File: config.mk
export PLATFORM = sky130hd
export DESIGN_NAME = lives_text_renderer_flat
export DESIGN_NICKNAME = d
export VERILOG_FILES = /design/src/rtl/lives_text_renderer_if.sv /design/src/rtl/lives_text_renderer.sv /design/src/flat_wrapper.sv
export SDC_FILE = /design/constraint.sdc
export NUM_CORES = 1
export LEC_CHECK = 0
export CAP_MARGIN = 20
export CORE_MARGIN = 2
export CORE_UTILIZATION = 46
export CTS_BUF_LIST = sky130_fd_sc_hd__clkbuf_8
export DETAILED_ROUTE_END_ITERATION = 8
export HOLD_SLACK_MARGIN = 0.02
export PLACE_DENSITY = 0.81
export SLEW_MARGIN = 20
export SYNTH_ARGS = -nofsm -noshare
export SYNTH_HDL_FRONTEND = slang
export SYNTH_SLANG_ARGS = --single-unit
File: constraint.sdc
create_clock -name Clk -period 1.9 [get_ports Clk]
set_input_delay 0.19 -clock Clk [delete_from_list [all_inputs] [get_ports Clk]]
set_output_delay 0.19 -clock Clk [all_outputs]
set_load 0.02 [all_outputs]
File: src/rtl/lives_text_renderer_if.sv
// Bundle between the VGA/game side and the "LIVES:" label renderer.
// The master side drives pixel coordinates, game events and the ROM row.
interface lives_text_renderer_if;
  logic [9:0] DrawX;
  logic [9:0] DrawY;
  logic       frame_start;
  logic       life_lost;
  logic       new_game;
  logic [7:0] rom_addr;
  logic [7:0] rom_data;
  logic       text_on;
  logic [2:0] lives;
  logic       game_over;

  modport master (
    output DrawX, DrawY, frame_start, life_lost, new_game, rom_data,
    input  rom_addr, text_on, lives, game_over
  );

  modport slave (
    input  DrawX, DrawY, frame_start, life_lost, new_game, rom_data,
    output rom_addr, text_on, lives, game_over
  );
endinterface

File: src/rtl/lives_text_renderer.sv
// Renders the 48x16 "LIVES:" label from a glyph ROM with a fixed two-cycle latency,
// and owns the lives counter plus the post-hit blink state machine.
module lives_text_renderer #(
  parameter int TEXT_X       = 16,
  parameter int TEXT_Y       = 8,
  parameter int START_LIVES  = 3,
  parameter int BLINK_FRAMES = 60
) (
  input logic Clk,
  input logic Reset,
  lives_text_renderer_if.slave bus
);

  localparam logic [9:0] X_LO       = 10'(TEXT_X);
  localparam logic [9:0] X_HI       = 10'(TEXT_X + 48);
  localparam logic [9:0] Y_LO       = 10'(TEXT_Y);
  localparam logic [9:0] Y_HI       = 10'(TEXT_Y + 16);
  localparam logic [2:0] LIVES_LOAD = 3'(START_LIVES);
  localparam logic [7:0] BLINK_LOAD = 8'(BLINK_FRAMES);

  typedef enum logic {IDLE, BLINK} state_t;

  state_t     state, state_next;
  logic [7:0] bcnt, bcnt_next;
  logic [7:0] fcnt, fcnt_next;
  logic [2:0] col_d;
  logic       hit_d;
  logic       blank;
  logic       hit;
  logic [5:0] dx;
  logic [3:0] dy;
  logic [2:0] lives_q;
  logic       dec;

  // Only the low bits of the offsets matter; upper bits are covered by the window compare.
  assign hit = (bus.DrawX >= X_LO) && (bus.DrawX < X_HI) &&
               (bus.DrawY >= Y_LO) && (bus.DrawY < Y_HI);
  assign dx  = bus.DrawX[5:0] - X_LO[5:0];
  assign dy  = bus.DrawY[3:0] - Y_LO[3:0];

  always_ff @(posedge Clk or posedge Reset) begin
    if (Reset) begin
      bus.rom_addr <= 8'd0;
      col_d        <= 3'd0;
      hit_d        <= 1'b0;
      bus.text_on  <= 1'b0;
    end else begin
      if (hit) begin
        bus.rom_addr <= {1'b0, dx[5:3], dy};
        hit_d        <= 1'b1;
      end else begin
        bus.rom_addr <= 8'd0;
        hit_d        <= 1'b0;
      end
      col_d       <= dx[2:0];
      bus.text_on <= hit_d & bus.rom_data[3'd7 - col_d] & ~blank;
    end
  end

  // An effective decrement is the only event that (re)starts the blink.
  assign dec = bus.life_lost & ~bus.new_game & (lives_q != 3'd0);

  always_ff @(posedge Clk or posedge Reset) begin
    if (Reset)
      lives_q <= LIVES_LOAD;
    else if (bus.new_game)
      lives_q <= LIVES_LOAD;
    else if (dec)
      lives_q <= lives_q - 3'd1;
  end

  assign bus.lives     = lives_q;
  assign bus.game_over = (lives_q == 3'd0);

  always_ff @(posedge Clk or posedge Reset) begin
    if (Reset) begin
      state <= IDLE;
      bcnt  <= 8'd0;
      fcnt  <= 8'd0;
    end else begin
      state <= state_next;
      bcnt  <= bcnt_next;
      fcnt  <= fcnt_next;
    end
  end

  always_comb begin
    state_next = state;
    bcnt_next  = bcnt;
    fcnt_next  = fcnt;
    if (bus.new_game) begin
      state_next = IDLE;
      bcnt_next  = 8'd0;
      fcnt_next  = 8'd0;
    end else if (dec) begin
      state_next = BLINK;
      bcnt_next  = BLINK_LOAD;
      fcnt_next  = 8'd0;
    end else if (state == BLINK && bus.frame_start) begin
      bcnt_next = bcnt - 8'd1;
      fcnt_next = fcnt + 8'd1;
      if (bcnt == 8'd1)
        state_next = IDLE;
    end
  end

  always_comb begin
    blank = (state == BLINK) & fcnt[3];
  end

endmodule
File: src/flat_wrapper.sv
// flat-port wrapper written by rule: the top's interface ports become plain ports
module lives_text_renderer_flat 
#(
  parameter int TEXT_X       = 16,
  parameter int TEXT_Y       = 8,
  parameter int START_LIVES  = 3,
  parameter int BLINK_FRAMES = 60
)
  (Clk, Reset, bus_DrawX, bus_DrawY, bus_frame_start, bus_life_lost, bus_new_game, bus_rom_data, bus_rom_addr, bus_text_on, bus_lives, bus_game_over);
  lives_text_renderer_if bus_i ();
  input logic Clk;
  input logic Reset;
  input wire logic [$bits(bus_i.DrawX)-1:0] bus_DrawX;
  input wire logic [$bits(bus_i.DrawY)-1:0] bus_DrawY;
  input wire logic [$bits(bus_i.frame_start)-1:0] bus_frame_start;
  input wire logic [$bits(bus_i.life_lost)-1:0] bus_life_lost;
  input wire logic [$bits(bus_i.new_game)-1:0] bus_new_game;
  input wire logic [$bits(bus_i.rom_data)-1:0] bus_rom_data;
  output wire logic [$bits(bus_i.rom_addr)-1:0] bus_rom_addr;
  output wire logic [$bits(bus_i.text_on)-1:0] bus_text_on;
  output wire logic [$bits(bus_i.lives)-1:0] bus_lives;
  output wire logic [$bits(bus_i.game_over)-1:0] bus_game_over;
  assign bus_i.DrawX = bus_DrawX;
  assign bus_i.DrawY = bus_DrawY;
  assign bus_i.frame_start = bus_frame_start;
  assign bus_i.life_lost = bus_life_lost;
  assign bus_i.new_game = bus_new_game;
  assign bus_i.rom_data = bus_rom_data;
  assign bus_rom_addr = bus_i.rom_addr;
  assign bus_text_on = bus_i.text_on;
  assign bus_lives = bus_i.lives;
  assign bus_game_over = bus_i.game_over;
  lives_text_renderer #(.TEXT_X(TEXT_X), .TEXT_Y(TEXT_Y), .START_LIVES(START_LIVES), .BLINK_FRAMES(BLINK_FRAMES)) u_core (.Clk(Clk), .Reset(Reset), .bus(bus_i));
endmodule
==> results of run 1 <==
==> repair_timing <==
item	in CTS	in global routing
setup endpoints to repair	1	1
hold buffers	0	0
resized for setup	1	1
pin swaps	0	0
==> layout make-up <==
type	instances	area (um^2)
Tap cell	31	38.8
Multi-Input combinational cell	81	573
Timing Repair Buffer	49	478
Fill cell	206	872
Sequential cell	28	703
Inverter	10	37.5
Clock buffer	4	55.1
==> layer usage <==
metal	track usage [%]	part of all wire (%)
met1	20.1	38
met2	34.6	52
met3	6.25	9.5
met4	7.97	0.34
met5	0	0
==> worst max path at each step <==
stage                              startpoint              to  slack [ps]
final                     u_core.bus.lives[0]   bus_game_over          80
after detailed placement  u_core.bus.lives[0]   bus_game_over         150
after CTS                 u_core.bus.lives[0]   bus_game_over          60
after global routing      u_core.bus.lives[0]   bus_game_over          20
after global placement    u_core.bus.lives[0]   bus_game_over         230
after floorplan           u_core.bus.lives[0]  u_core.bcnt[1]         220
==> registers in the layout, indices dropped and copies added (netlist names) <==
name                 count
u_core.bcnt              8
u_core.bus.rom_addr      7
u_core.fcnt              4
u_core.bus.lives         3
u_core.col_d             3
u_core.bus.text_on       1
u_core.hit_d             1
u_core.state             1
==> metrics by stage <==
step / hold WS [ps] / util (%) / worst slack (ps) / std cells
CTS: 292 / 68.3 / 60.1 / 203
floorplan: 221 / - / 222 / 122
finish: 281 / 68.4 / 83.7 / 203
global placement: 474 / 66.4 / 228 / 199
detailed placement: 482 / 66.4 / 147 / 199
global route: 299 / 68.4 / 17.5 / 203
==> power by group through the flow <==
stage | clock network, uW | registers (uW) | logic (uW)
2_1_floorplan | 0 | 648 | 88.2
3_3_place_gp | 0 | 648 | 187
3_5_place_dp | 0 | 650 | 196
4_1_cts | 363 | 639 | 195
5_1_grt | 389 | 643 | 213
6_report | 355 | 639 | 194
==> logic make-up (layout without fill, tap and decap cells) <==
| kind of cell | Yosys count | in the layout |
|---|---|---|
| fa+ha+maj | 7 | 7 |
| simple gates | 40 | 40 |
| flops | 28 | 28 |
| mux | 3 | 3 |
| xor+xnor | 5 | 5 |
| other cells | 1 | 1 |
| buf+inv | 13 | 63 |
| compound gates | 25 | 25 |
==> critical path, cell delays in order, from the launching register on <==
cell and delay [ps]:
dfstp_2 550, inv_1 80, ha_1 220, nand2b_1 120
inv_1 100, clkdlybuf4s15_1 290
==> placed cells by master, fill, tap and decap left out, types with 2 or more instances in the layout <==
cell	synthesis	final
buf_4	1	5
dfrtp_1	26	26
clkbuf_8	0	4
dfstp_2	2	2
a21oi_1	8	8
inv_1	10	10
nand2_1	5	5
nor4_1	2	2
xor2_1	4	4
clkdlybuf4s50_1	0	43
or3_1	2	2
a31oi_1	3	3
nor3b_1	4	4
nor2_1	8	8
o31ai_1	3	3
o21ai_0	5	5
nor3_1	5	5
mux4_2	2	2
ha_1	7	7
nand3_1	4	4
==> impl_metrics.csv, run 1 <==
group,metric,value,unit
run_status,status,"finished, final reports clean",
floorplan,dieWidth,57.8,um
synth,synth_edf_count,0,
sta,finalSetupViolations,0,
synth,synth-async-reset-ratio,100,%
power_and_ir_drop,p_per_area,630,nW/um^2
floorplan,fp.dieArea,3340,um^2
clock_tree,clkLatencyLatePin,260,ps
route,wl_per_cell,14.4,um
finish,diodes,0,
synth,ys_types,39,
critical_path,cp_max_fo,4,
route,viasPerCell,5.55,
floorplan,initial_core_util,48.3,%
route,vias,1127,
placed_design,placed_area,1830,um^2
min_path,hold_class,"in -> async",
critical_path,r2r_start,"u_core.bcnt[3]",
sta,rsz0062_at_grt,"no",
sta,finalSetupTns,0,ps
synth,yosysWarningCount,0,
clock_tree,cts_tree,"done",
global_route,antenna_found_initial,0,
floorplan,fp.coreArea,2760,um^2
sta,period_share,95.6,%
power_and_ir_drop,clockPowerShare,29.8,%
synth,yosys.area_share.adder,6.58,%
synth,synth_top_family_by_area,"simple AND/OR/NAND/NOR gates",
job,maxCapViolCount,0,
floorplan,die_y,57.8,um
critical_path,cp-end-kind,"output port",
synth,synth_ff_type,"dfrtp_1",
critical_path,r2r_slack,240,ps
global_route,grt_max_degree,29,
finish,nets,213,
sta,layout_min_cycle_time,1820,ps
floorplan,rows,19,
power_and_ir_drop,total_power,1190,uW
floorplan,num_io_pins,46,
clock_tree,htree_levels,1,
critical_path,reg2regPathDepth,3,
synth,synth_top_area_share,48.9,%
synth,synth_simple_gate_area_share,17.4,%
power_and_ir_drop,seq_power_share,53.8,%
power_and_ir_drop,internal-power,914,uW
sta,clock_skew,2.03,ps
synth,postSynthCellCount,122,
global_route,grt_util_all_layers,19.1,%
synth,synth_common_cells,"dfrtp_1 (26), inv_1 (10), a21oi_1 (8), nor2_1 (8), ha_1 (7)",
clock_tree,cts_buffers,3,
critical_path,worst_ep_arrival_time,1630,ps
route,drtIter0Drc,60,
power_and_ir_drop,pwr-share-comb,16.3,%
synth,syn_area_per_cell,10.9,um^2
clock_tree,path_clk_slew,90,ps
placed_design,place_hpwl,2300,um
clock_tree,root_buffer,"clkbuf_8",
synth,synth.cell_area,1330,um^2
route,drc,0,
route,dr.pass1.iters,4,
placed_design,gp_congestion,0.909,
synth,synth_compound_area_share,11.4,%
power_and_ir_drop,p_sw,274,uW
critical_path,r2r-end,"u_core.bcnt[7]",
clock_tree,clock-sinks,28,
sta,worstMarginPinSlew,509,ps
sta,finalHoldViolations,0,
route,routed_wl,2920,um
synth,ys_seq_area_share,52.8,%
power_and_ir_drop,ir_drop,0.444,mV
sta,fmax,0.551,GHz
clock_tree,cts_buffer_depth,2,
synth,yosysMostFrequentCell,"dfrtp_1",
power_and_ir_drop,p_leak,0.000820,uW
global_route,grt_pass1_wl,4960,um
finish,post-route-cell-area,1890,um^2
critical_path,worstPathRequired,1710,ps
global_route,overflow,0,
clock_tree,postCtsSetupBuffers,0,
synth,muxShareOfSynthArea,4.14,%
synth,synth-seq-cells,28,
global_route,grt_pass1_vias,1233,
finish,final_layout_size_suffix_gt1_share,9.88,%
critical_path,crit_type,"reg -> out",
placed_design,portBuffers,44,
synth,yosysTopAreaCell,"dfrtp_1",
synth,synthXorXnorAreaFrac,3.29,%
sta,relSlewSlack,66.0,%
power_and_ir_drop,p_sw_share,23.0,%
finish,syn_to_final_growth,41.6,%
route,antenna_left,0,
critical_path,startpoint_type,"flip-flop",
synth,yosys-top-cells-area,"dfrtp_1 (49%), ha_1 (6.6%), dfstp_2 (3.9%)",
sta,finalMaxSlewViolations,0,
synth,syn_nets,162,
Power figures use the tool's default switching activity.
==> run 2: changes to the inputs <==
--- a/config.mk
+++ b/config.mk
@@ -10,6 +10,7 @@
 export CORE_UTILIZATION = 46
 export CTS_BUF_LIST = sky130_fd_sc_hd__clkbuf_8
 export DETAILED_ROUTE_END_ITERATION = 8
+export GPL_TIMING_DRIVEN = 0
 export HOLD_SLACK_MARGIN = 0.02
 export PLACE_DENSITY = 0.81
 export SLEW_MARGIN = 20
==> impl_metrics.csv, run 2 (synthesized netlist as in run 1, its figures left out) <==
group,metric,value,unit
finish,syn_to_final_growth,38.5,%
sta,worstMarginPinSlew,574,ps
sta,layout_min_cycle_time,1670,ps
critical_path,crit_start,"u_core.bus.lives[0]",
clock_tree,cts_buffers,3,
route,antenna_left,0,
critical_path,cp-end-kind,"output port",
sta,finalSetupTns,0,ps
floorplan,die_y,57.8,um
placed_design,placed_area,1800,um^2
route,routed_wl,2920,um
sta,clock_skew,2.19,ps
critical_path,r2r_start,"u_core.bcnt[3]",
critical_path,slowest_delay,550,ps
floorplan,fp.dieArea,3340,um^2
floorplan,num_io_pins,46,
critical_path,critPathMostFrequentCell,"inv_1",
global_route,grt_util_all_layers,19.3,%
finish,final_cell_mix,"clkdlybuf4s50_1 (42), dfrtp_1 (26), inv_1 (10)",
floorplan,initial_core_util,48.3,%
global_route,grt_max_degree,29,
finish,multi_input_area,577,um^2
critical_path,slowest_stage,"dfstp_2",
finish,final_layout_size_suffix_gt1_share,10.1,%
critical_path,startpoint_type,"flip-flop",
global_route,antenna_found_initial,0,
sta,finalMaxSlewViolations,0,
sta,finalHoldViolations,0,
clock_tree,clock-sinks,28,
finish,diodes,0,
finish,top_regs,"u_core.bcnt: 8 flops, u_core.bus.rom_addr: 7 flops, u_core.fcnt: 4 flops",
power_and_ir_drop,p_leak,0.000805,uW
global_route,overflow,0,
sta,period_share,87.9,%
global_route,grt_pass1_wl,4970,um
sta,rsz0062_at_grt,"no",
global_route,grt_pass1_vias,1170,
route,drtIter0Drc,98,
clock_tree,cts_tree,"done",
finish,post-route-cell-area,1840,um^2
critical_path,worst_ep_arrival_time,1480,ps
route,drc,0,
finish,register_area,703,um^2
critical_path,crit_type,"reg -> out",
clock_tree,root_buffer,"clkbuf_8",
min_path,min_from,"bus_frame_start",
finish,finish.utilization,66.9,%
finish,n_fill_cell,219,
finish,regMostFlops,"u_core.bcnt",
run_status,status,"finished, final reports clean",
route,dr.pass1.iters,4,
clock_tree,postCtsSetupBuffers,0,
finish,nets,210,
power_and_ir_drop,total_power,1150,uW
critical_path,worstPathRequired,1710,ps
route,vias,1141,
clock_tree,cts_buffer_depth,2,
finish,layout_commonest_cell,"clkdlybuf4s50_1",
clock_tree,path_clk_slew,90,ps
placed_design,place_hpwl,2150,um
job,maxCapViolCount,0,
sta,relSlewSlack,61.6,%
floorplan,fp.coreArea,2760,um^2
placed_design,gp_congestion,0.743,
power_and_ir_drop,ir_drop,0.452,mV
min_path,hold_class,"in -> reg",
placed_design,placed_cells,196,
critical_path,cp_max_fo,4,
power_and_ir_drop,p_per_area,623,nW/um^2
sta,finalSetupViolations,0,
finish,stdcell_count,200,
sta,fmax,0.599,GHz
clock_tree,clkLatencyLatePin,270,ps
placed_design,portBuffers,43,
finish,largest_register_ffs,8,
route,viasPerCell,5.71,
critical_path,crit_chain,"inv_1 -> ha_1 -> nand2b_1 -> inv_1 -> clkbuf_2",
floorplan,dieWidth,57.8,um
clock_tree,htree_levels,1,
route,wl_per_cell,14.6,um
floorplan,rows,19,
## run 2: path summary, 6_finish.rpt
| kind | slack, ps | depth (start not counted) | to |
|---|---|---|---|
| worst max-delay path | 230 | 5 | bus_game_over |
| worst min-delay path | 230 | 2 | u_core.bcnt[1] |
| worst max register to register | 240 | 3 | u_core.bcnt[7] |
| worst min register to register | 490 | 2 | u_core.bus.text_on |
| max in group asynchronous | 1230 | 2 | u_core.bus.lives[0] |
| min in group asynchronous | 290 | 2 | u_core.bus.rom_addr[2] |
## run 2: what timing repair did
action	CTS	global route
hold buffers	0	0
resized for setup	1	3
setup endpoints to repair	1	8
pin swaps	0	0
## run 2: through the flow
step | hold WS (ps) | setup slack [ps]
finish | 230 | 230
global route | 243 | 93.1
CTS | 229 | 71.9
detailed placement | 468 | 129
global placement | 477 | 186
floorplan | 221 | 222
## run 2: routing by layer
metal | vias to the layer above | global-route usage, % | wire, um
li1 | 531 | - | -
met4 | 0 | 7.97 | 43
met5 | - | 0 | 0
met3 | 5 | 4.91 | 233
met1 | 552 | 23.1 | 1150
met2 | 53 | 33.0 | 1500
## run 2: power breakdown
part	switching, uW	internal [uW]	total [uW]	leakage [uW]
clock	177	145	322	0.0000269
sequential	17.5	618	635	0.000369
combinational	86.4	106	192	0.000409
## run 2: area by class of cell
cell class | instances | area share (%)
flip-flops and latches | 28 | 38.1
multi-input cells | 81 | 31.3
clock inverters | 1 | 0.204
repair buffers | 43 | 23.1
plain buffers | 3 | 0.950
clock buffers | 3 | 2.24
inverters | 10 | 2.04
well taps | 31 | 2.10
## run 2: critical path, delay by kind of cell, from the launching register on
family / cells / cell delay (ps)
buf+inv: 3 / 320
fa+ha+maj: 1 / 220
simple gates: 1 / 110
flops: 1 / 550
